[src/rtl/dmem_arb_pkg.sv]
// Shared definitions for the data-memory arbiter: FSM state encoding,
// word size used for DMA address stepping, and the default top of memory.
package dmem_arb_pkg;

    typedef enum logic {
        IDLE  = 1'b0,
        BURST = 1'b1
    } arb_state_t;

    localparam int          WORD_BYTES  = 4;
    localparam logic [31:0] DEF_MEM_TOP = 32'h0004_AFFF;

endpackage

[src/rtl/dma_addr_gen.sv]
// DMA burst address generator.
// Holds the current beat address and the remaining-beat down-counter, and
// flags the last beat and beats that fall above the top of memory.
//   clk, rst      : clock, synchronous active-high reset
//   load          : burst accepted; capture base and len
//   base, len     : burst start byte address and beat count
//   step          : a beat was issued this cycle; advance
//   addr          : address of the next beat
//   remaining     : beats still to issue
//   last_beat     : the next beat is the final one
//   out_of_range  : addr lies above MEM_TOP
module dma_addr_gen
    import dmem_arb_pkg::*;
#(
    parameter int             N       = 32,
    parameter int             LEN_W   = 5,
    parameter logic [N-1:0]   MEM_TOP = N'(DEF_MEM_TOP)
) (
    input  logic             clk,
    input  logic             rst,
    input  logic             load,
    input  logic [N-1:0]     base,
    input  logic [LEN_W-1:0] len,
    input  logic             step,
    output logic [N-1:0]     addr,
    output logic [LEN_W-1:0] remaining,
    output logic             last_beat,
    output logic             out_of_range
);

    always_ff @(posedge clk) begin
        if (rst) begin
            addr      <= '0;
            remaining <= '0;
        end else if (load) begin
            addr      <= base;
            remaining <= len;
        end else if (step) begin
            // Wraps modulo 2^N by construction.
            addr      <= addr + N'(WORD_BYTES);
            remaining <= remaining - LEN_W'(1);
        end
    end

    assign last_beat    = (remaining == LEN_W'(1));
    assign out_of_range = (addr > MEM_TOP);

endmodule

[src/rtl/dmem_arbiter.sv]
// Data-memory port arbiter between the CPU Memory stage and a DMA burst engine.
// CPU has priority; a DMA burst may hold off a pending CPU access for at most
// CPU_WAIT_MAX beats before the CPU is forced a slot.
//   clk, rst                         : clock, synchronous active-high reset
//   cpu_req/we/addr/wdata, cpu_rdata : M-stage access and load data
//   cpu_stall                        : CPU access not granted this cycle
//   dma_req/we/base/len/wdata        : burst request (sampled in IDLE)
//   dma_beat, dma_rdata              : beat issued / read data for the beat
//   dma_done, dma_err                : end-of-burst pulse, sticky range error
//   mem_addr/wdata/we, mem_rdata     : external memory port
//
// state | meaning
// IDLE  | no burst active; CPU served, or a new burst is accepted
// BURST | issuing DMA beats, yielding to the CPU when its wait bound is hit
module dmem_arbiter
    import dmem_arb_pkg::*;
#(
    parameter int           N            = 32,
    parameter int           LEN_W        = 5,
    parameter int           CPU_WAIT_MAX = 4,
    parameter logic [N-1:0] MEM_TOP      = N'(DEF_MEM_TOP)
) (
    input  logic             clk,
    input  logic             rst,
    input  logic             cpu_req,
    input  logic             cpu_we,
    input  logic [N-1:0]     cpu_addr,
    input  logic [N-1:0]     cpu_wdata,
    output logic [N-1:0]     cpu_rdata,
    output logic             cpu_stall,
    input  logic             dma_req,
    input  logic             dma_we,
    input  logic [N-1:0]     dma_base,
    input  logic [LEN_W-1:0] dma_len,
    input  logic [N-1:0]     dma_wdata,
    output logic             dma_beat,
    output logic [N-1:0]     dma_rdata,
    output logic             dma_done,
    output logic             dma_err,
    output logic [N-1:0]     mem_addr,
    output logic [N-1:0]     mem_wdata,
    output logic             mem_we,
    input  logic [N-1:0]     mem_rdata
);

    localparam int WAIT_W = $clog2(CPU_WAIT_MAX + 1);

    arb_state_t        state, next_state;
    logic [WAIT_W-1:0] wait_cnt;
    logic              dma_we_lat;
    logic              cpu_grant;
    logic              accept;
    logic [N-1:0]      beat_addr;
    logic [LEN_W-1:0]  remaining;
    logic              last_beat;
    logic              out_of_range;

    dma_addr_gen #(
        .N       (N),
        .LEN_W   (LEN_W),
        .MEM_TOP (MEM_TOP)
    ) u_addr_gen (
        .clk          (clk),
        .rst          (rst),
        .load         (accept),
        .base         (dma_base),
        .len          (dma_len),
        .step         (dma_beat),
        .addr         (beat_addr),
        .remaining    (remaining),
        .last_beat    (last_beat),
        .out_of_range (out_of_range)
    );

    always_ff @(posedge clk) begin
        if (rst) begin
            state      <= IDLE;
            wait_cnt   <= '0;
            dma_we_lat <= 1'b0;
            dma_done   <= 1'b0;
            dma_err    <= 1'b0;
        end else begin
            state    <= next_state;
            dma_done <= (dma_beat && last_beat) || (accept && (dma_len == '0));

            if (accept) begin
                dma_we_lat <= dma_we;
                dma_err    <= 1'b0;
            end else if (dma_beat && out_of_range) begin
                dma_err    <= 1'b1;
            end

            // Counts consecutive beats that kept a pending CPU waiting.
            if (dma_beat && cpu_req) begin
                wait_cnt <= wait_cnt + WAIT_W'(1);
            end else begin
                wait_cnt <= '0;
            end
        end
    end

    always_comb begin
        next_state = state;
        cpu_grant  = 1'b0;
        accept     = 1'b0;
        dma_beat   = 1'b0;
        unique case (state)
            IDLE: begin
                if (cpu_req) begin
                    cpu_grant = 1'b1;
                end else if (dma_req) begin
                    accept     = 1'b1;
                    next_state = (dma_len == '0) ? IDLE : BURST;
                end
            end
            BURST: begin
                if (cpu_req && (wait_cnt == WAIT_W'(CPU_WAIT_MAX))) begin
                    cpu_grant = 1'b1;
                end else begin
                    dma_beat = 1'b1;
                    if (last_beat) begin
                        next_state = IDLE;
                    end
                end
            end
            default: next_state = IDLE;
        endcase
    end

    always_comb begin
        mem_addr  = '0;
        mem_wdata = '0;
        mem_we    = 1'b0;
        if (cpu_grant) begin
            mem_addr  = cpu_addr;
            mem_wdata = cpu_wdata;
            mem_we    = cpu_we;
        end else if (dma_beat) begin
            mem_addr  = beat_addr;
            mem_wdata = dma_wdata;
            mem_we    = dma_we_lat && !out_of_range;
        end
    end

    assign cpu_stall = cpu_req && !cpu_grant;
    assign cpu_rdata = mem_rdata;
    assign dma_rdata = (dma_beat && !dma_we_lat && !out_of_range) ? mem_rdata : '0;

endmodule

[config.mk]
export PLATFORM = sky130hd
export DESIGN_NAME = dmem_arbiter
export DESIGN_NICKNAME = d
export VERILOG_FILES = /design/src/rtl/dmem_arb_pkg.sv /design/src/rtl/dma_addr_gen.sv /design/src/rtl/dmem_arbiter.sv
export SDC_FILE = /design/constraint.sdc
export NUM_CORES = 1
export LEC_CHECK = 0
export BUFFER_PORTS_ARGS = -buffer_cell sky130_fd_sc_hd__buf_4
export CAP_MARGIN = 20
export CORE_AREA = 2 2 117 119
export CTS_CLUSTER_DIAMETER = 120
export CTS_CLUSTER_SIZE = 8
export DETAILED_ROUTE_END_ITERATION = 10
export DIE_AREA = 0 0 119 121
export SLEW_MARGIN = 20
export SYNTH_ARGS = -nofsm -noshare
export SYNTH_HDL_FRONTEND = slang
export SYNTH_SLANG_ARGS = --single-unit
[constraint.sdc]
create_clock -name clk -period 3.95 [get_ports clk]
set_input_delay 0.395 -clock clk [delete_from_list [all_inputs] [get_ports clk]]
set_output_delay 0.395 -clock clk [all_outputs]
set_load 0.01 [all_outputs]
# Yosys cells after proc, flatten, opt, wreduce, memory -nomap -nowiden
# Index checks and enable logic that the tools add are counted.
[totals] out_inout_bits=133 regBits=44 input_bits=171
[op_classes] n_lt_le_gt_ge=1 eq_ne=2 n_mux=25 n_reduce_logical=17 addsub=3 bitwise=2
[ops] operator="$mux W32" count=7
[ops] operator="$add A32 B3 Y32 const B" count=1
[ops] operator="$gt A32 B19 Y1 const B" count=1
[ops] operator="$mux W1" count=14
[ops] operator="$mux W5" count=2
[ops] operator="$logic_and A1 B1 Y1" count=9
[ops] operator="$eq A5 B1 Y1 const B" count=1
[ops] operator="$logic_not A5 Y1" count=1
[ops] operator="$sub A5 B1 Y5 const B" count=1
[ops] operator="$pmux W1 S2" count=2
[ops] operator="$reduce_or A2 Y1" count=2
[ops] operator="$add A3 B1 Y3 const B" count=1
[ops] operator="$eq A3 B3 Y1 const B" count=1
[ops] operator="$logic_not A1 Y1" count=3
[ops] operator="$not A1 Y1" count=2
[ops] operator="$reduce_bool A2 Y1" count=1
[ops] operator="$logic_or A1 B1 Y1" count=1

# Depth between registers and ports, before layout
# Gate-level depths: netlist (run 1).
[depth] word_depth=7 ltp_mapped=9

# Hierarchy
# Synthesis (run 1) repeated with hierarchy kept, for this count alone.
[hier_totals] hier_cells=614 hier_area_um2=4116.4
[by_module_without_submodules] module="dma_addr_gen" cells_per_inst=287 seq_area_each_um2=740.7 n_inst=1 area_per_inst_um2=2264.7
[by_module_without_submodules] module="dmem_arbiter" cells_per_inst=327 seq_area_each_um2=140.1 n_inst=1 area_per_inst_um2=1851.8

# Worst setup path after synthesis (run 1)
# OpenSTA, ideal clock, no wires.
[synth_timing] path_type="reg2out" startpoint="register wait_cnt[0]" endpoint="output port mem_addr[19]" n_path_buf=2 path_slack_ps=1846 t_required_ps=3555 arrival_time_ps=1709 path_stages_with_launch=10 path_cell_list="dfxtp_1 > inv_1 > ha_1 > nand3_2 > nand2_1 > inv_2 > clkbuf_1 > clkbuf_1 > nand2_1 > nand2_1"
[synth_via] elab_chain_len=6
[synth_rtl] item="from (decl)" line="dmem_arbiter.sv:49" text="logic [WAIT_W-1:0] wait_cnt;"
[synth_rtl] item="from (signal assigned)" line="dmem_arbiter.sv:95" text="wait_cnt <= wait_cnt + WAIT_W'(1);"
[synth_rtl] item="$eq A3 B3 Y1" line="dmem_arbiter.sv:117" text="if (cpu_req && (wait_cnt == WAIT_W'(CPU_WAIT_MAX))) begin"
[synth_rtl] item="$logic_and A1 B1 Y1" line="dmem_arbiter.sv:117"
[synth_rtl] item="$mux W1" line="dmem_arbiter.sv:117"
[synth_rtl] item="$mux W1" line="dmem_arbiter.sv:107" text="unique case (state)"
[synth_rtl] item="via dma_beat" line="dmem_arbiter.sv:36" text="output logic dma_beat,"
[synth_rtl] item="$mux W32" line="dmem_arbiter.sv:138" text="end else if (dma_beat) begin"
[synth_rtl] item="$mux W32" line="dmem_arbiter.sv:134" text="if (cpu_grant) begin"
[synth_rtl] item="to (decl)" line="dmem_arbiter.sv:40" text="output logic [N-1:0] mem_addr,"
# The timed path passes the listed nets, and every way through them passes these cells.

# Worst setup path in the final report (run 1)
[layout_timing] startpoint="register u_addr_gen.addr[14]" endpoint="output port dma_rdata[3]"
[layout_via] elab_chain_len=4
[layout_rtl] item="from (decl)" line="dma_addr_gen.sv:25" text="output logic [N-1:0] addr,"
[layout_rtl] item="from (signal assigned)" line="dma_addr_gen.sv:36" text="addr <= base;"
[layout_rtl] item="from (signal assigned)" line="dma_addr_gen.sv:40" text="addr <= addr + N'(WORD_BYTES);"
[layout_rtl] item="$gt A32 B19 Y1" line="dma_addr_gen.sv:46" text="assign out_of_range = (addr > MEM_TOP);"
[layout_rtl] item="$logic_not A1 Y1" line="dmem_arbiter.sv:147" text="assign dma_rdata = (dma_beat && !dma_we_lat && !out_of_range) ? mem_rdata : '0;"
[layout_rtl] item="$logic_and A1 B1 Y1" line="dmem_arbiter.sv:147"
[layout_rtl] item="$mux W32" line="dmem_arbiter.sv:147"
[layout_rtl] item="to (decl)" line="dmem_arbiter.sv:37" text="output logic [N-1:0] dma_rdata,"
# Every way passes these cells.

==> metrics.txt, run 1 <==
# TYPE chip_impl_metric gauge
chip_impl_metric{name="total_number_of_yosys_warnings",unit=""} 0
chip_impl_metric{name="synth_nets",unit=""} 787
chip_impl_metric{name="cts.reportedPaths.clkPinSlew",unit="ns"} 0.06
chip_impl_metric{name="detailedPlacementHpwl",unit="um"} 13600
chip_impl_info{name="clock-root-buffer",value="clkbuf_16"} 1
chip_impl_metric{name="hold_violations",unit=""} 0
chip_impl_metric{name="clk_latency",unit="ns"} 0.29
chip_impl_metric{name="floorplan.die_area",unit="um^2"} 14400
chip_impl_metric{name="max-clock-path-buffers",unit=""} 2
chip_impl_metric{name="drt_first_pass_iters",unit=""} 6
chip_impl_metric{name="slew_headroom",unit="%"} 43.0
chip_impl_metric{name="timing.setup.tns",unit="ns"} 0
chip_impl_metric{name="wirelength",unit="um"} 17500
chip_impl_info{name="layout.cells.most_common_list",value="buf_4 (306), nand2_1 (165), nand3_1 (80)"} 1
chip_impl_metric{name="share_of_the_yosys_chip_area_belonging_to_registers",unit="%"} 22.1
chip_impl_metric{name="global_route.usage.total",unit="%"} 22.4
chip_impl_metric{name="cp.arrival",unit="ns"} 2.81
chip_impl_metric{name="post-cts-setup-buffers",unit=""} 0
chip_impl_metric{name="cp_max_fo",unit=""} 32
chip_impl_metric{name="fin_crit",unit="ns"} 3.21
chip_impl_metric{name="ys_ff_latch",unit=""} 44
chip_impl_info{name="crit_family",value="simple AND/OR/NAND/NOR gates"} 1
chip_impl_info{name="clock_tree_from_tritoncts",value="yes"} 1
chip_impl_info{name="top_flip_flop_cell_by_instance_count_after_synthesis",value="dfxtp_1"} 1
chip_impl_metric{name="fin_worst_skew",unit="ns"} 0.00918
chip_impl_metric{name="place.detailed.instances",unit=""} 1012
chip_impl_info{name="status",value="completed"} 1
chip_impl_metric{name="areaGrowthSynthToFinish",unit="%"} 55.6
chip_impl_metric{name="reg2reg_depth",unit=""} 8
chip_impl_metric{name="number_of_setup_violations_in_the_final_report",unit=""} 0
chip_impl_metric{name="grt_start_max_net_pins",unit=""} 72
chip_impl_metric{name="synthCells",unit=""} 611
chip_impl_metric{name="postSynth.asyncResetShare",unit="%"} 0
chip_impl_metric{name="port_buffers",unit=""} 303
chip_impl_info{name="rsz0062_at_grt",value="false"} 1
chip_impl_metric{name="timing.critical_path.buf_inv",unit=""} 1
chip_impl_info{name="critPathLaunch",value="u_addr_gen.addr[14]$_SDFFE_PP0P_"} 1
chip_impl_info{name="slowest_stage",value="and4b_1"} 1
chip_impl_metric{name="synth_area",unit="um^2"} 3990
chip_impl_metric{name="grt_first_pass_wirelength",unit="um"} 25800
chip_impl_info{name="layout_commonest_cell",value="buf_4"} 1
chip_impl_metric{name="static-leakage-power",unit="uW"} 0.00308
chip_impl_metric{name="clock-sinks",unit=""} 44
chip_impl_info{name="timing.rr.end",value="u_addr_gen.addr[13]$_SDFFE_PP0P_"} 1
chip_impl_metric{name="timing.max_cap.violations",unit=""} 0
chip_impl_metric{name="timing.final.crit_share",unit="%"} 81.2
chip_impl_metric{name="fillCellCount",unit=""} 1336
chip_impl_metric{name="postCtsResizedCells",unit=""} 0
chip_impl_info{name="class_of_the_tightest_hold_or_removal_check",value="input port to flip-flop"} 1
chip_impl_info{name="crit_end",value="dma_rdata[3]"} 1
chip_impl_metric{name="maxSlewViolCount",unit=""} 0
chip_impl_metric{name="holdBufCountCts",unit=""} 0
chip_impl_metric{name="global_route.overflow_total",unit=""} 0
chip_impl_metric{name="synth-edff-count",unit=""} 0
chip_impl_metric{name="fin_area",unit="um^2"} 6200
chip_impl_metric{name="num_rows",unit=""} 42
chip_impl_metric{name="placement.cell_area",unit="um^2"} 6020
chip_impl_metric{name="numCtsBuffers",unit=""} 5
chip_impl_metric{name="synth_cell_type_count",unit=""} 53
chip_impl_metric{name="cpPeakStageDelay",unit="ns"} 0.80
chip_impl_metric{name="die_w",unit="um"} 119
chip_impl_metric{name="final_cells",unit=""} 1020
chip_impl_metric{name="post_synth.cell_area_avg",unit="um^2"} 6.52
chip_impl_metric{name="vias",unit=""} 5193
chip_impl_metric{name="design.final.nets",unit=""} 1019
chip_impl_metric{name="initial_cell_density_of_the_core",unit="%"} 30.5
chip_impl_info{name="regToRegStartpoint",value="wait_cnt[0]$_SDFF_PP0_"} 1
chip_impl_metric{name="detail_route.wl_per_cell",unit="um"} 17.2
chip_impl_metric{name="antenna_violating_nets_post_route",unit=""} 0
chip_impl_info{name="crit_path_start_kind",value="flip-flop"} 1
chip_impl_metric{name="antenna_found_initial",unit=""} 0
chip_impl_metric{name="r2r_setup_slack",unit="ns"} 1.41
chip_impl_metric{name="crit_cells",unit=""} 6
chip_impl_metric{name="detail_route.vias_per_cell",unit=""} 5.09
chip_impl_metric{name="peakVddDrop",unit="uV"} 207
chip_impl_metric{name="number_of_design_rule_violations_left_by_the_first_detailed_router_iteration",unit=""} 349
chip_impl_info{name="worstPathCellList",value="a21o_1 -> a211o_1 -> a21oi_1 -> and4b_1 -> and2_1 -> buf_4"} 1
chip_impl_metric{name="htreeDepth",unit=""} 2
chip_impl_info{name="worst-setup-path-type",value="flip-flop to primary output"} 1
chip_impl_metric{name="required",unit="ns"} 3.56
chip_impl_metric{name="worst_slew_pin_slew",unit="ns"} 0.852
chip_impl_info{name="setup.worst_path.end_class",value="primary output"} 1
chip_impl_metric{name="drc",unit=""} 0
chip_impl_metric{name="core_area",unit="um^2"} 13100
chip_impl_metric{name="floorplan.io_pins",unit=""} 304
chip_impl_metric{name="maxClockFrequency",unit="GHz"} 0.312
chip_impl_metric{name="power.density",unit="nW/um^2"} 256
chip_impl_metric{name="antenna-diode-count",unit=""} 0
chip_impl_metric{name="gp_congestion",unit=""} 0.859
chip_impl_metric{name="drive_above_1_share",unit="%"} 38.6
chip_impl_metric{name="fp.dieH",unit="um"} 121
chip_impl_metric{name="via_count_of_the_first_global_routing_pass",unit=""} 4860
==> report_power, final <==
group          internal [uW]  switching, uW
sequential               469           38.5
clock                    317            182
combinational            295            282
total                   1080            503
==> through the flow <==
stage | setup slack, ns | hold slack, ns | power, uW | util, %
finish | 0.742 | 0.359 | 1580 | 47.4
global route | 0.537 | 0.370 | 1660 | 47.4
CTS | 0.690 | 0.356 | 1600 | 47.4
detailed placement | 0.889 | 0.446 | 1100 | 46.0
global placement | 0.990 | 0.427 | 1090 | 46.0
floorplan | 1.85 | 0.417 | 794 | -
==> state kept, by name, indices dropped and copies added (netlist names) <==
| signal | flops |
|---|---|
| u_addr_gen.addr | 32 |
| u_addr_gen.remaining | 5 |
| wait_cnt | 3 |
| dma_done | 1 |
| dma_err | 1 |
| dma_we_lat | 1 |
| state | 1 |
==> worst reg2reg max path: cells and delay by family, from the launching register on <==
family / cells / cell delay [ns]
and+or+nand+nor: 4 / 1.23
AOI/OAI and AO/OA: 1 / 0.22
adders and majority gates: 1 / 0.20
DFF: 1 / 0.36
buffers and inverters: 2 / 0.45
==> synth_stat cells, types with 2 or more instances <==
cell / number / share of area, %
nor2_1: 29 / 2.7
nand3_1: 80 / 10
o211ai_1: 2 / 0.38
buf_4: 32 / 6.0
clkbuf_8: 4 / 1.4
xor2_1: 6 / 1.3
a31oi_1: 12 / 1.9
buf_2: 8 / 1.0
a21oi_1: 20 / 2.5
nor4_1: 3 / 0.47
buf_1: 12 / 1.1
a32oi_1: 5 / 1.1
a221oi_1: 3 / 0.66
and3_1: 8 / 1.3
nand4_1: 12 / 1.9
or3_1: 3 / 0.47
ha_1: 5 / 1.6
o311ai_0: 4 / 0.88
nor3_1: 8 / 1.0
o22ai_1: 7 / 1.1
nand2_1: 166 / 16
or4_1: 8 / 1.5
inv_1: 10 / 0.94
and2_1: 32 / 5.0
nor4_4: 2 / 1.1
buf_6: 4 / 1.1
dfxtp_1: 44 / 22
nand4b_1: 3 / 0.66
o21ai_0: 18 / 2.3
a21o_1: 3 / 0.56
a2bb2oi_1: 9 / 2.0
a22oi_1: 5 / 0.94
clkbuf_1: 20 / 1.9
o31a_1: 2 / 0.44
xnor2_1: 3 / 0.66
a222oi_1: 2 / 0.50
==> metal layers <==
layer / global-route usage (%) / up-vias / share of wire, %
met5: 0 / - / 0
met4: 3.50 / 0 / 1.1
met3: 8.27 / 15 / 10
met2: 39.3 / 224 / 50
met1: 26.6 / 2393 / 39
li1: - / 2561 / -
==> cell families (layout without fill, tap and decap cells) <==
family / count (synthesis) / in the layout / share of synthesized area (%)
compound gates: 97 / 97 / 16.2
xor+xnor: 9 / 9 / 1.98
buf+inv: 93 / 326 / 13.9
simple gates: 363 / 363 / 44.2
fa+ha+maj: 5 / 5 / 1.57
flops: 44 / 44 / 22.1
==> cell type report <==
type	instances	area [um^2]	area share (%)
Clock buffer	6	139	2.24
Clock inverter	2	38.8	0.626
Inverter	11	41.3	0.666
Multi-Input combinational cell	474	2560	41.3
Sequential cell	44	881	14.2
Tap cell	176	220	3.55
Timing Repair Buffer	307	2320	37.4
==> worst min-delay path by stage <==
stage / startpoint / endpoint / depth (start not counted)
finish: dma_base[0] / u_addr_gen.addr[0]$_SDFFE_PP0P_ / 3
detailed placement: wait_cnt[0]$_SDFF_PP0_ / wait_cnt[0]$_SDFF_PP0_ / 1
global placement: wait_cnt[0]$_SDFF_PP0_ / wait_cnt[0]$_SDFF_PP0_ / 1
global route: dma_base[0] / u_addr_gen.addr[0]$_SDFFE_PP0P_ / 3
CTS: dma_base[1] / u_addr_gen.addr[1]$_SDFFE_PP0P_ / 3
floorplan: wait_cnt[0]$_SDFF_PP0_ / wait_cnt[0]$_SDFF_PP0_ / 1
Note: power is estimated with default switching activity, not from simulation.
==> run 2, diff against run 1 <==
- CORE_AREA: 2 2 117 119 -> 2 2 118 120
- DIE_AREA: 0 0 119 121 -> 0 0 120 122
- clock period: 3.95 -> 3.1 ns (I/O delays scaled with it)
==> run 2 against run 1 <==
  * Die area rose by 1.7%
  * Non-clock buffer count up 5
  * Critical path depth stayed put
  * Setup slack worse by 0.35 ns
  * Highest routed layer unchanged
==> metrics.txt, run 2 (synthesis gave the netlist of run 1 again) <==
# TYPE chip_impl_metric gauge
chip_impl_metric{name="initial_cell_density_of_the_core",unit="%"} 29.5
chip_impl_metric{name="cp.arrival",unit="ns"} 2.39
chip_impl_info{name="top_regs",value="u_addr_gen.addr: 32 flops, u_addr_gen.remaining: 5 flops, wait_cnt: 3 flops"} 1
chip_impl_metric{name="final_core_utilization",unit="%"} 46.2
chip_impl_metric{name="power.density",unit="nW/um^2"} 310
chip_impl_metric{name="power.switching_fraction",unit="%"} 32.5
chip_impl_metric{name="fp.dieH",unit="um"} 122
chip_impl_info{name="rsz0062_at_grt",value="false"} 1
chip_impl_metric{name="drive_above_1_share",unit="%"} 39.1
chip_impl_metric{name="max-clock-path-buffers",unit=""} 2
chip_impl_metric{name="min_delay_path_depth",unit=""} 3
chip_impl_info{name="status",value="completed"} 1
chip_impl_metric{name="multi_input_comb_area",unit="um^2"} 2560
chip_impl_metric{name="clk_latency",unit="ns"} 0.28
chip_impl_metric{name="area.sequential",unit="um^2"} 881
chip_impl_metric{name="largest_register_ffs",unit=""} 32
chip_impl_info{name="regToRegStartpoint",value="state$_SDFF_PP0_"} 1
chip_impl_metric{name="floorplan.die_area",unit="um^2"} 14600
chip_impl_info{name="crit_path_start_kind",value="flip-flop"} 1
chip_impl_metric{name="timing.final.crit_share",unit="%"} 87.2
chip_impl_metric{name="cts.reportedPaths.clkPinSlew",unit="ns"} 0.07
chip_impl_metric{name="fin_worst_skew",unit="ns"} 0.00747
chip_impl_metric{name="fin_crit",unit="ns"} 2.70
chip_impl_metric{name="numCtsBuffers",unit=""} 5
chip_impl_metric{name="cp_max_fo",unit=""} 32
chip_impl_metric{name="vias",unit=""} 5109
chip_impl_metric{name="power_frac_clock",unit="%"} 28.5
chip_impl_metric{name="detail_route.wl_per_cell",unit="um"} 16.4
chip_impl_metric{name="r2r_setup_slack",unit="ns"} 0.73
chip_impl_metric{name="core_area",unit="um^2"} 13500
chip_impl_metric{name="post-cts-setup-buffers",unit=""} 0
chip_impl_metric{name="htreeDepth",unit=""} 2
chip_impl_metric{name="maxSlewViolCount",unit=""} 0
chip_impl_metric{name="grt_start_max_net_pins",unit=""} 70
chip_impl_metric{name="timing.max_cap.violations",unit=""} 0
chip_impl_metric{name="number_of_setup_violations_in_the_final_report",unit=""} 0
chip_impl_metric{name="global_route.overflow_total",unit=""} 0
chip_impl_info{name="clock-root-buffer",value="clkbuf_16"} 1
chip_impl_metric{name="floorplan.io_pins",unit=""} 304
chip_impl_metric{name="holdBufCountCts",unit=""} 0
chip_impl_metric{name="num_rows",unit=""} 43
chip_impl_info{name="timing.rr.end",value="u_addr_gen.addr[13]$_SDFFE_PP0P_"} 1
chip_impl_metric{name="port_buffers",unit=""} 303
chip_impl_metric{name="reg2reg_depth",unit=""} 5
chip_impl_metric{name="antenna_violating_nets_post_route",unit=""} 0
chip_impl_metric{name="areaGrowthSynthToFinish",unit="%"} 56.3
chip_impl_metric{name="die_w",unit="um"} 120
chip_impl_metric{name="hold_violations",unit=""} 0
chip_impl_metric{name="antenna-diode-count",unit=""} 0
chip_impl_metric{name="power_report.internal_total",unit="uW"} 1300
chip_impl_metric{name="peakVddDrop",unit="uV"} 251
chip_impl_info{name="layout_commonest_cell",value="buf_4"} 1
chip_impl_metric{name="design.final.nets",unit=""} 1024
chip_impl_info{name="setup.worst_path.end_class",value="primary output"} 1
chip_impl_metric{name="final_cells",unit=""} 1029
chip_impl_metric{name="number_of_design_rule_violations_left_by_the_first_detailed_router_iteration",unit=""} 351
chip_impl_metric{name="wirelength",unit="um"} 16800
chip_impl_info{name="holdPathEnd",value="u_addr_gen.addr[0]$_SDFFE_PP0P_"} 1
chip_impl_metric{name="place.detailed.instances",unit=""} 1021
chip_impl_metric{name="via_count_of_the_first_global_routing_pass",unit=""} 4459
chip_impl_metric{name="switchingPower",unit="uW"} 629
chip_impl_metric{name="fillCellCount",unit=""} 1447
chip_impl_metric{name="timing.setup.tns",unit="ns"} 0
chip_impl_metric{name="gp_congestion",unit=""} 0.854
chip_impl_metric{name="drt_first_pass_iters",unit=""} 4
chip_impl_metric{name="global_route.usage.total",unit="%"} 20.8
chip_impl_info{name="clock_tree_from_tritoncts",value="yes"} 1
chip_impl_metric{name="maxClockFrequency",unit="GHz"} 0.370
chip_impl_metric{name="static-leakage-power",unit="uW"} 0.00309
chip_impl_metric{name="antenna_found_initial",unit=""} 0
chip_impl_info{name="worstHoldStart",value="dma_base[0]"} 1
chip_impl_metric{name="clock-sinks",unit=""} 44
chip_impl_metric{name="worst_slew_pin_slew",unit="ns"} 0.645
chip_impl_metric{name="slew_headroom",unit="%"} 56.7
chip_impl_info{name="top_register",value="u_addr_gen.addr"} 1
chip_impl_info{name="class_of_the_tightest_hold_or_removal_check",value="input port to flip-flop"} 1
chip_impl_info{name="layout.cells.most_common_list",value="buf_4 (310), nand2_1 (165), nand3_1 (80)"} 1
chip_impl_info{name="worst-setup-path-type",value="flip-flop to primary output"} 1
chip_impl_metric{name="detailedPlacementHpwl",unit="um"} 12900
chip_impl_metric{name="required",unit="ns"} 2.79
chip_impl_metric{name="grt_first_pass_wirelength",unit="um"} 24300
chip_impl_metric{name="power.share.combinational",unit="%"} 38.1
chip_impl_metric{name="detail_route.vias_per_cell",unit=""} 4.97
chip_impl_metric{name="share_seq_of_total_power",unit="%"} 33.5
chip_impl_metric{name="drc",unit=""} 0
run 2: power by group through the flow:
stage,registers (uW),logic (uW),clock network (uW)
2_1_floorplan,638,375,0
3_3_place_gp,658,736,0
6_report,647,736,550
4_1_cts,645,739,560
5_1_grt,652,803,581
3_5_place_dp,658,737,0
run 2: how the worst max path moves through the flow:
stage	start	cells after the start	endpoint
global placement	u_addr_gen.addr[12]$_SDFFE_PP0P_	6	dma_rdata[11]
global route	u_addr_gen.addr[14]$_SDFFE_PP0P_	6	dma_rdata[7]
finish	u_addr_gen.addr[14]$_SDFFE_PP0P_	6	dma_rdata[4]
detailed placement	u_addr_gen.addr[14]$_SDFFE_PP0P_	6	dma_rdata[4]
floorplan	wait_cnt[0]$_SDFF_PP0_	9	mem_addr[19]
CTS	u_addr_gen.addr[14]$_SDFFE_PP0P_	6	dma_rdata[4]
run 2: layer usage:
metal	vias up	global-route usage (%)	share of wire, %
li1	2568	-	-
met3	6	3.56	7.9
met4	0	2.94	0.82
met1	2310	27.8	41
met5	-	0	0
met2	225	35.8	50
run 2: metrics by stage:
step	total power (uW)	instance area (um^2)	setup WS, ns	hold slack (ns)
2_1_floorplan	1010	3990	1.08	0.417
3_3_place_gp	1390	6080	0.613	0.434
3_5_place_dp	1400	6080	0.501	0.451
4_1_cts	1940	6230	0.178	0.274
5_1_grt	2040	6230	0.274	0.292
6_report	1930	6230	0.396	0.277
run 2: final cells by class:
type,count,share of cell area (%)
Multi-Input combinational cell,474,41.2
Timing Repair Buffer,312,38.0
Clock inverter,2,0.221
Clock buffer,6,2.23
Inverter,11,0.663
Tap cell,180,3.61
Sequential cell,44,14.1
run 2: timing repair:
action | CTS | global route
endpoints found under the hold margin | 0 | 0
resized for setup | 0 | 1
endpoints found under the setup margin | 0 | 3
run 2: worst max-delay path: stages (launching register included):
cell	delay [ns]
dfxtp_1	0.40
a21o_1	0.20
a211o_1	0.32
a21oi_1	0.31
and4b_2	0.56
and2_1	0.20
buf_4	0.12
==> run 3, diff against run 2 <==
- PLACE_DENSITY_LB_ADDON: not set -> 0.08
==> run 3 against run 2 <==
  * Combinational power is essentially flat
  * Register-to-register slack is essentially flat
  * Design area shrank 0.18%
  * Setup slack gained 0.046 ns
  * Non-clock buffer count shrank 1
  * Sequential share of layout area is essentially flat
  * Sequential cell count is the same
  * First-iteration DRC count shrank 15%
  * Critical path depth grew 1
  * Total power grew 0.20%
  * Final cell count is essentially flat
  * Via count grew 1.2%
==> metrics.txt, run 3 (synthesis gave the netlist of run 1 again) <==
# TYPE chip_impl_metric gauge
chip_impl_metric{name="global_route.overflow_total",unit=""} 0
chip_impl_metric{name="holdBufCountCts",unit=""} 0
chip_impl_metric{name="power_frac_clock",unit="%"} 28.4
chip_impl_metric{name="areaGrowthSynthToFinish",unit="%"} 56.1
chip_impl_metric{name="fin_crit",unit="ns"} 2.66
chip_impl_metric{name="fin_worst_hold_slack",unit="ns"} 0.270
chip_impl_metric{name="share_seq_of_total_power",unit="%"} 33.4
chip_impl_metric{name="fp.dieH",unit="um"} 122
chip_impl_metric{name="detail_route.vias_per_cell",unit=""} 5.03
chip_impl_metric{name="post-cts-setup-buffers",unit=""} 0
chip_impl_info{name="worst-setup-path-type",value="flip-flop to primary output"} 1
chip_impl_metric{name="cpPeakStageDelay",unit="ns"} 0.40
chip_impl_metric{name="switchingPower",unit="uW"} 634
chip_impl_metric{name="static-leakage-power",unit="uW"} 0.00308
chip_impl_metric{name="power.share.combinational",unit="%"} 38.1
chip_impl_metric{name="postCtsResizedCells",unit=""} 0
chip_impl_metric{name="clock-sinks",unit=""} 44
chip_impl_metric{name="timing.final.crit_share",unit="%"} 85.7
chip_impl_metric{name="detailedPlacementHpwl",unit="um"} 12800
chip_impl_info{name="layout_commonest_cell",value="buf_4"} 1
chip_impl_metric{name="maxSlewViolCount",unit=""} 0
chip_impl_metric{name="cp.arrival",unit="ns"} 2.35
chip_impl_metric{name="cp_max_fo",unit=""} 32
chip_impl_metric{name="number_of_design_rule_violations_left_by_the_first_detailed_router_iteration",unit=""} 298
chip_impl_metric{name="drive_above_1_share",unit="%"} 38.8
chip_impl_metric{name="fillCellCount",unit=""} 1461
chip_impl_metric{name="maxClockFrequency",unit="GHz"} 0.376
chip_impl_metric{name="antenna_found_initial",unit=""} 0
chip_impl_metric{name="crit_cells",unit=""} 7
chip_impl_metric{name="via_count_of_the_first_global_routing_pass",unit=""} 4770
chip_impl_metric{name="die_w",unit="um"} 120
chip_impl_metric{name="multi_input_comb_area",unit="um^2"} 2560
chip_impl_metric{name="antenna-diode-count",unit=""} 0
chip_impl_info{name="worstPathCellList",value="a21o_1 -> a211o_1 -> a21oi_1 -> and4b_1 -> buf_4 -> and2_1 -> buf_4"} 1
chip_impl_metric{name="design.final.nets",unit=""} 1023
chip_impl_metric{name="wirelength",unit="um"} 16800
chip_impl_info{name="rsz0062_at_grt",value="false"} 1
chip_impl_info{name="top_regs",value="u_addr_gen.addr: 32 flops, u_addr_gen.remaining: 5 flops, wait_cnt: 3 flops"} 1
chip_impl_metric{name="slew_headroom",unit="%"} 52.7
chip_impl_metric{name="power_report.internal_total",unit="uW"} 1300
chip_impl_metric{name="power.switching_fraction",unit="%"} 32.7
chip_impl_metric{name="worst_slew_pin_slew",unit="ns"} 0.708
chip_impl_metric{name="initial_cell_density_of_the_core",unit="%"} 29.5
chip_impl_metric{name="numCtsBuffers",unit=""} 5
chip_impl_metric{name="cts.reportedPaths.clkPinSlew",unit="ns"} 0.06
chip_impl_info{name="top_register",value="u_addr_gen.addr"} 1
chip_impl_metric{name="grt_first_pass_wirelength",unit="um"} 25600
chip_impl_metric{name="core_area",unit="um^2"} 13500
chip_impl_metric{name="hold_violations",unit=""} 0
chip_impl_metric{name="antenna_violating_nets_post_route",unit=""} 0
chip_impl_metric{name="area.sequential",unit="um^2"} 881
chip_impl_metric{name="fin_area",unit="um^2"} 6220
chip_impl_info{name="class_of_the_tightest_hold_or_removal_check",value="input port to flip-flop"} 1
chip_impl_metric{name="vias",unit=""} 5170
chip_impl_metric{name="min_delay_path_depth",unit=""} 3
chip_impl_metric{name="htreeDepth",unit=""} 2
chip_impl_info{name="crit_family",value="compound AO/OA/AOI/OAI gates"} 1
chip_impl_info{name="crit_path_start_kind",value="flip-flop"} 1
chip_impl_metric{name="reg2reg_depth",unit=""} 8
chip_impl_metric{name="drc",unit=""} 0
chip_impl_metric{name="floorplan.io_pins",unit=""} 304
chip_impl_metric{name="port_buffers",unit=""} 303
chip_impl_metric{name="timing.max_cap.violations",unit=""} 0
chip_impl_metric{name="timing.critical_path.buf_inv",unit=""} 2
chip_impl_metric{name="power.density",unit="nW/um^2"} 311
chip_impl_metric{name="gp_congestion",unit=""} 0.844
chip_impl_metric{name="placement.cell_area",unit="um^2"} 6070
chip_impl_metric{name="number_of_setup_violations_in_the_final_report",unit=""} 0
chip_impl_metric{name="required",unit="ns"} 2.79
chip_impl_metric{name="grt_start_max_net_pins",unit=""} 78
chip_impl_info{name="status",value="completed"} 1
chip_impl_metric{name="drt_first_pass_iters",unit=""} 5
chip_impl_metric{name="detail_route.wl_per_cell",unit="um"} 16.4
chip_impl_metric{name="max-clock-path-buffers",unit=""} 2
chip_impl_metric{name="num_rows",unit=""} 43
chip_impl_metric{name="peakVddDrop",unit="uV"} 210
chip_impl_info{name="cpMostUsedCell",value="buf_4"} 1
chip_impl_metric{name="global_route.usage.total",unit="%"} 21.6
chip_impl_metric{name="fin_worst_skew",unit="ns"} 0.00728
chip_impl_info{name="clock_tree_from_tritoncts",value="yes"} 1
chip_impl_metric{name="largest_register_ffs",unit=""} 32
chip_impl_info{name="clock-root-buffer",value="clkbuf_16"} 1
chip_impl_info{name="setup.worst_path.end_class",value="primary output"} 1
chip_impl_info{name="layout.cells.most_common_list",value="buf_4 (309), nand2_1 (165), nand3_1 (80)"} 1
chip_impl_metric{name="timing.setup.tns",unit="ns"} 0
chip_impl_metric{name="clk_latency",unit="ns"} 0.29
chip_impl_metric{name="floorplan.die_area",unit="um^2"} 14600
chip_impl_info{name="slowest_stage",value="dfxtp_1"} 1
## run 3: cell types whose count changed in the layout (fill, tap and decap cells not counted)
cell | before | now
clkbuf_1 | 0 | 1
and4b_2 | 1 | 0
inv_6 | 1 | 0
clkinvlp_4 | 0 | 1
clkinv_2 | 1 | 0
buf_4 | 310 | 309
and4b_1 | 0 | 1
## run 3: layout make-up
type | instances | share of cell area, %
inverters | 11 | 0.664
flip-flops and latches | 44 | 14.2
repair buffers | 311 | 37.9
multi-input cells | 474 | 41.2
clock buffers | 7 | 2.29
clock inverters | 1 | 0.121
well taps | 180 | 3.62
## run 3: through the flow
| stage | setup slack [ns] | std cells | total power, uW | util, % |
|---|---|---|---|---|
| floorplan | 1.08 | 611 | 1010 | - |
| global placement | 0.671 | 1020 | 1390 | 45.0 |
| detailed placement | 0.741 | 1020 | 1400 | 45.0 |
| CTS | 0.411 | 1028 | 1950 | 46.1 |
| global route | 0.297 | 1028 | 2040 | 46.1 |
| finish | 0.442 | 1028 | 1940 | 46.1 |
## run 3: worst min-delay path, stage by stage
cell and delay (ns):
buf_4 0.11, nand2_1 0.05, a21oi_1 0.05
## run 3: power groups by stage
stage / clock network, uW / registers, uW / logic, uW
global placement: 0 / 658 / 735
CTS: 561 / 647 / 744
detailed placement: 0 / 659 / 742
finish: 551 / 647 / 738
floorplan: 0 / 638 / 375
global route: 582 / 654 / 802
## run 3: final timing paths
path / start / endpoint / slack [ns]
max: u_addr_gen.addr[14]$_SDFFE_PP0P_ / dma_rdata[13] / 0.44
min: dma_base[1] / u_addr_gen.addr[1]$_SDFFE_PP0P_ / 0.27
max reg2reg: wait_cnt[0]$_SDFF_PP0_ / u_addr_gen.addr[13]$_SDFFE_PP0P_ / 0.72
min reg2reg: wait_cnt[0]$_SDFF_PP0_ / wait_cnt[0]$_SDFF_PP0_ / 0.44
## run 3: metal layers
layer  GRT usage [%]  routed length [um]
met4            5.51                 248
met3            3.09                1030
met2            38.5                8470
met1            27.3                7100
met5               0                   0
